## src/rtl/os_result_collector.sv

```systemverilog
// os_result_collector: rebuilds the ROWS x COLS OS result matrix from bottom-row-first beats.
// Define OS_COLLECT_CHECKSUM_EN to add the checksum port (running sum of captured words).
`ifndef ROWS
`define ROWS 4
`endif
`ifndef COLS
`define COLS 4
`endif

module os_result_collector #(
  parameter int WORD_SIZE  = 16,
  parameter int SKIP_BEATS = 1
) (
  input  logic                               clk,
  input  logic                               rst,
  input  logic [`COLS*WORD_SIZE-1:0]         matmul_output,
  input  logic [`COLS-1:0]                   output_col_valid,
  output logic [`ROWS*`COLS*WORD_SIZE-1:0]   result_matrix,
  output logic                               result_valid,
  input  logic                               result_ready,
  output logic                               busy,
  output logic                               protocol_err,
  output logic                               overrun_err
`ifdef OS_COLLECT_CHECKSUM_EN
  ,
  output logic [WORD_SIZE+$clog2(`ROWS*`COLS)-1:0] checksum
`endif
);
  localparam int ROWS  = `ROWS;
  localparam int COLS  = `COLS;
  localparam int ROW_W = COLS * WORD_SIZE;
  localparam int RC_W  = $clog2(ROWS) + 1;
  localparam int RI_W  = (ROWS > 1) ? $clog2(ROWS) : 1;
  localparam logic [1:0]      SKIP_N   = 2'(SKIP_BEATS);
  localparam logic [RC_W-1:0] LAST_ROW = RC_W'(ROWS - 1);

  localparam logic [2:0] S_IDLE    = 3'd0;
  localparam logic [2:0] S_SKIP    = 3'd1;
  localparam logic [2:0] S_CAPTURE = 3'd2;
  localparam logic [2:0] S_DRAIN   = 3'd3;
  localparam logic [2:0] S_HOLD    = 3'd4;

  logic [2:0]      state_reg, state_next;
  logic [RC_W-1:0] row_cnt_reg, row_cnt_next, wr_idx;
  logic [1:0]      skip_cnt_reg, skip_cnt_next;
  logic            valid_reg, protocol_err_reg, overrun_err_reg;
  logic            beat, partial, take, load_result, proto_set, overrun_set;
  logic [RI_W-1:0] wr_row;
  logic [ROW_W-1:0] cap_mem [ROWS];
  logic [ROW_W-1:0] result_rows_reg [ROWS];

  assign beat    = &output_col_valid;
  assign partial = (|output_col_valid) && !beat;
  // The first data beat may be taken from IDLE or SKIP, where the row index is implicitly 0.
  assign wr_idx  = (state_reg == S_CAPTURE) ? row_cnt_reg : '0;
  assign wr_row  = RI_W'(LAST_ROW - wr_idx);

  always_comb begin
    state_next    = state_reg;
    row_cnt_next  = row_cnt_reg;
    skip_cnt_next = skip_cnt_reg;
    take          = 1'b0;
    load_result   = 1'b0;
    proto_set     = partial;
    overrun_set   = 1'b0;
    case (state_reg)
      S_IDLE: begin
        if (beat) begin
          if (SKIP_BEATS == 0) begin
            take = 1'b1;
          end else begin
            state_next    = S_SKIP;
            skip_cnt_next = 2'd1;
          end
        end
      end
      S_SKIP: begin
        if (!beat) begin
          state_next    = S_IDLE;
          skip_cnt_next = '0;
        end else if (skip_cnt_reg == SKIP_N) begin
          take = 1'b1;
        end else begin
          skip_cnt_next = skip_cnt_reg + 2'd1;
        end
      end
      S_CAPTURE: begin
        if (beat) begin
          take = 1'b1;
        end else begin
          state_next   = S_IDLE;
          row_cnt_next = '0;
          proto_set    = 1'b1;
        end
      end
      S_DRAIN: begin
        if (output_col_valid == '0) begin
          state_next  = S_HOLD;
          load_result = 1'b1;
        end
      end
      S_HOLD: begin
        overrun_set = beat;
        if (result_ready) state_next = S_IDLE;
      end
      default: state_next = S_IDLE;
    endcase
    if (take) begin
      skip_cnt_next = '0;
      if (wr_idx == LAST_ROW) begin
        state_next   = S_DRAIN;
        row_cnt_next = '0;
      end else begin
        state_next   = S_CAPTURE;
        row_cnt_next = wr_idx + RC_W'(1);
      end
    end
  end

  always_ff @(posedge clk) begin
    if (rst) begin
      state_reg        <= S_IDLE;
      row_cnt_reg      <= '0;
      skip_cnt_reg     <= '0;
      valid_reg        <= 1'b0;
      protocol_err_reg <= 1'b0;
      overrun_err_reg  <= 1'b0;
    end else begin
      state_reg    <= state_next;
      row_cnt_reg  <= row_cnt_next;
      skip_cnt_reg <= skip_cnt_next;
      if (load_result)
        valid_reg <= 1'b1;
      else if (state_reg == S_HOLD && result_ready)
        valid_reg <= 1'b0;
      if (proto_set)   protocol_err_reg <= 1'b1;
      if (overrun_set) overrun_err_reg  <= 1'b1;
    end
  end

  // Beats land in a capture buffer; the visible matrix only changes once a burst completes.
  always_ff @(posedge clk) begin
    if (take) cap_mem[wr_row] <= matmul_output;
  end

  always_ff @(posedge clk) begin
    if (rst) begin
      for (int i = 0; i < ROWS; i++) result_rows_reg[i] <= '0;
    end else if (load_result) begin
      for (int i = 0; i < ROWS; i++) result_rows_reg[i] <= cap_mem[i];
    end
  end

  generate
    for (genvar gi = 0; gi < ROWS; gi++) begin : g_rows
      assign result_matrix[gi*ROW_W +: ROW_W] = result_rows_reg[gi];
    end
  endgenerate

`ifdef OS_COLLECT_CHECKSUM_EN
  localparam int CS_W = WORD_SIZE + $clog2(ROWS*COLS);
  logic [CS_W-1:0] beat_sum, checksum_reg;

  always_comb begin
    beat_sum = '0;
    for (int c = 0; c < COLS; c++)
      beat_sum = beat_sum + CS_W'(matmul_output[c*WORD_SIZE +: WORD_SIZE]);
  end

  always_ff @(posedge clk) begin
    if (rst)
      checksum_reg <= '0;
    else if (take)
      checksum_reg <= (wr_idx == '0) ? beat_sum : checksum_reg + beat_sum;
  end

  assign checksum = checksum_reg;
`endif

  assign result_valid = valid_reg;
  assign busy         = (state_reg == S_SKIP) || (state_reg == S_CAPTURE) || (state_reg == S_DRAIN);
  assign protocol_err = protocol_err_reg;
  assign overrun_err  = overrun_err_reg;

endmodule

```

## config.mk

```make
export PLATFORM = sky130hd
export DESIGN_NAME = os_result_collector
export DESIGN_NICKNAME = d
export VERILOG_FILES = /design/src/rtl/os_result_collector.sv
export SDC_FILE = /design/constraint.sdc
export NUM_CORES = 1
export LEC_CHECK = 0
export BUFFER_PORTS_ARGS = -buffer_cell sky130_fd_sc_hd__buf_2
export CORE_MARGIN = 2
export CORE_UTILIZATION = 50
export DETAILED_ROUTE_END_ITERATION = 7
export GPL_TIMING_DRIVEN = 1
export PLACE_DENSITY_LB_ADDON = 0.1
export SLEW_MARGIN = 0
export SYNTH_ARGS = -nofsm -noshare
export SYNTH_HDL_FRONTEND = slang
export SYNTH_SLANG_ARGS = --single-unit
```

## constraint.sdc

```tcl
create_clock -name clk -period 7.8 [get_ports clk]
set_input_delay 0.78 -clock clk [delete_from_list [all_inputs] [get_ports clk]]
set_output_delay 0.78 -clock clk [all_outputs]
set_load 0.01 [all_outputs]
```

==> metrics.md <==
| Metric | Value |
|---|---|
| Status | `completed` |
| Number of global-route vias before repair | `8335` |
| Total number of nets in the final design | `1327` |
| Final Hold Vio Count | `0` |
| Most common flop cell mapped by yosys | `sky130_fd_sc_hd__edfxtp_1` |
| Leading post-synthesis cells by cell area | `sky130_fd_sc_hd__edfxtp_1, sky130_fd_sc_hd__and2_1, sky130_fd_sc_hd__dfxtp_1` |
| Number of enable flip-flop cells after synthesis | `512` |
| Total area of sequential cells | `0.0156 mm²` |
| Leakage power total | `8.27 nW` |
| Clock Power Share | `40.7%` |
| Global-route wire length before repair | `50000 µm` |
| Count of synthesis-stage warnings from yosys | `0` |
| Setup repair after global routing missed its margin | `no` |
| Area fraction of the dominant cell type after synthesis | `85.5%` |
| Area enclosed by the die boundary | `0.0375 mm²` |
| Aggregate global routing overflow | `0` |
| Clock latency on the worst-skew pair | `0.59 ns` |
| Count of input and output buffers | `330` |
| Data required, critical path | `8.00 ns` |
| Core footprint | `0.0355 mm²` |
| Fraction of layout cells with a size suffix above 1 | `32.2%` |
| Worst Tran Pin Value | `1.07 ns` |
| Number of antenna violations at the first check in global routing | `2` |
| Routability Congestion | `0.729` |
| Row count | `69` |
| Largest buffer count on any clock path | `3` |
| Normalized max-slew margin | `28.9%` |
| Routed vias/inst | `4.79` |
| Worst vdd rail ir drop | `0.193 mV` |
| Resize count post-CTS | `0` |
| Share of the yosys chip area belonging to registers | `86.7%` |
| DRC violation total after the first TritonRoute iteration | `527` |
| Combinational share of power | `2.9%` |
| Total of max-cap violations | `0` |
| Syn avg cell area | `20.1 µm²` |
| Die outline width | `194 µm` |
| Cell at the root of the clock tree | `sky130_fd_sc_hd__clkbuf_16` |
| Fill cell total of the finished layout | `2647` |
| Share of total power consumed by net switching | `19.9%` |
| Number of sinks handled by clock tree synthesis | `523` |
| Min Tclk post-route | `3.02 ns` |
| Net switching power | `1.11 mW` |
| Total area of multi-input combinational cells | `0.00211 mm²` |
| Overall Power | `5.58 mW` |
| Category of the worst setup path launch point | `flip-flop` |
| Library cells used by synthesis | `37` |
| Biggest area consumer among synthesized cells | `sky130_fd_sc_hd__edfxtp_1` |
| Total setup buffers inserted after CTS | `0` |
| Die Y-Extent | `194 µm` |
| Synth async-reset ratio | `0%` |
| Max-slew violation count | `0` |
| Part of the cycle the worst path needs | `38.8%` |
| Number of endpoints failing setup at the final stage | `0` |
| Number of top-level design ports | `331` |
| Initial core utilization | `50.7%` |
| Internal cell power | `4.47 mW` |
| Post-route antenna net violation count | `0` |
| Worst setup skew after layout | `0.0208 ns` |
| Summed instance area of the synthesized netlist | `0.0180 mm²` |
| Tot GR Track Use | `17.7%` |
| WS Path Type | `flip-flop to flip-flop` |
| Hold crit path type | `input pin to flip-flop` |
| DR pass1 iterations | `4` |
| Clock transition at path regs | `0.06 ns` |
| Nets in the synthesized netlist | `969` |
| Cell with the most instances after synthesis | `sky130_fd_sc_hd__edfxtp_1` |
| H-tree levels | `2` |
| Number of synthesized register bits | `523` |
| Sequential Power Share | `56.4%` |
| Routed length per placed instance | `18.9 µm` |
| Leading post-synthesis cells by instance count | `sky130_fd_sc_hd__edfxtp_1, sky130_fd_sc_hd__and2_1, sky130_fd_sc_hd__nor2_1` |
| Drt total wl | `33100 µm` |
| Cts bufs inserted | `52` |
| Largest net degree at the start of global routing | `143` |
| Data arrival, critical path | `3.23 ns` |
| Post-synthesis cell count | `893` |
| Power density relative to cell area | `258 mW/mm²` |
| Nature of the critical path endpoint | `flip-flop` |
| Worst-path maximum fanout | `51` |
| Highest Clock Rate | `331 MHz` |
| Final setup TNS | `0 ns` |
| Remaining routing DRC violations | `0` |
| Layout overhead on the synthesized area | `20.1%` |
| Cts hold-fix bufs | `0` |
| Placed wire-length estimate | `19900 µm` |
| TritonCTS clock tree | `built` |
| Routed via count | `8402` |
==> kinds of logic after synthesis <==
kind of cell / synth area share, %
flip-flops: 86.7
AND/OR/NAND/NOR: 10.4
buffers and inverters: 1.63
AO/OA/AOI/OAI: 0.786
adder cells (fa/ha/maj): 0.348
multiplexers: 0.111
==> worst max-delay path, cell delays in order, from the launching register on <==
cell and delay, ns:
sky130_fd_sc_hd__dfxtp_1 0.56, sky130_fd_sc_hd__or3b_2 0.53, sky130_fd_sc_hd__a21oi_2 0.39, sky130_fd_sc_hd__and2_4 0.39, sky130_fd_sc_hd__buf_4 0.74
==> routing by layer <==
metal	track usage (%)	vias to the layer above	wire, µm
li1	-	3992	-
met1	21.7	4093	13000
met2	28.6	258	16000
met3	7.22	57	3120
met4	6.11	2	957
met5	0	-	13
==> power by group through the flow <==
stage                     clock network [mW]  registers (mW)  logic, mW
after global routing                    2.44            3.15      0.174
final                                   2.27            3.15      0.160
after global placement                     0            3.21      0.158
after CTS                               2.34            3.15      0.162
after floorplan                            0            3.24     0.0414
after detailed placement                   0            3.21      0.162
==> stage by stage <==
stage | util (%) | hold slack [ns] | worst slack (ns) | cell area (µm²) | std cells
after floorplan | - | 0.454 | 2.87 | 18000 | 893
after global placement | 56.5 | 0.454 | 4.49 | 20000 | 1658
after detailed placement | 56.5 | 0.464 | 4.39 | 20000 | 1658
after CTS | 60.9 | 0.370 | 4.72 | 21600 | 1752
after global routing | 60.9 | 0.378 | 4.59 | 21600 | 1752
final | 60.9 | 0.408 | 4.78 | 21600 | 1754
==> final cells by class <==
| class | count | share of cell area (%) |
|---|---|---|
| flip-flops and latches | 523 | 72.2 |
| repair buffers | 338 | 7.98 |
| well taps | 461 | 2.67 |
| diodes | 2 | 0.0232 |
| inverters | 6 | 0.104 |
| multi-input cells | 330 | 9.79 |
| clock buffers | 64 | 6.43 |
| clock inverters | 30 | 0.805 |
==> worst paths after layout <==
check / from / slack [ns] / cells past startpoint / to
min: matmul_output[29] / 0.41 / 1 / cap_mem[2][29]$_DFFE_PP_
max: state_reg[1]$_SDFFE_PP0P_ / 4.78 / 4 / cap_mem[3][30]$_DFFE_PP_
min reg2reg: protocol_err$_SDFFE_PP0P_ / 0.47 / 2 / protocol_err$_SDFFE_PP0P_
max reg2reg: state_reg[1]$_SDFFE_PP0P_ / 4.78 / 4 / cap_mem[3][30]$_DFFE_PP_
==> cells in the final DEF (no fill, tap or decap), types with 5 or more instances in the layout <==
cell type                   synthesis  final
sky130_fd_sc_hd__nand2_1            5      5
sky130_fd_sc_hd__nor2_1            14     14
sky130_fd_sc_hd__edfxtp_1         512    512
sky130_fd_sc_hd__buf_4             13      7
sky130_fd_sc_hd__buf_2              4    330
sky130_fd_sc_hd__clkinv_2           0      9
sky130_fd_sc_hd__a21oi_1            7      7
sky130_fd_sc_hd__clkinv_1           0     16
sky130_fd_sc_hd__and2_1           260    256
sky130_fd_sc_hd__dfxtp_1           11     11
sky130_fd_sc_hd__ha_1               5      5
sky130_fd_sc_hd__clkbuf_16          0     54
sky130_fd_sc_hd__clkbuf_1           5     10
sky130_fd_sc_hd__inv_1              6      6
(Power assumes the default switching activity.)
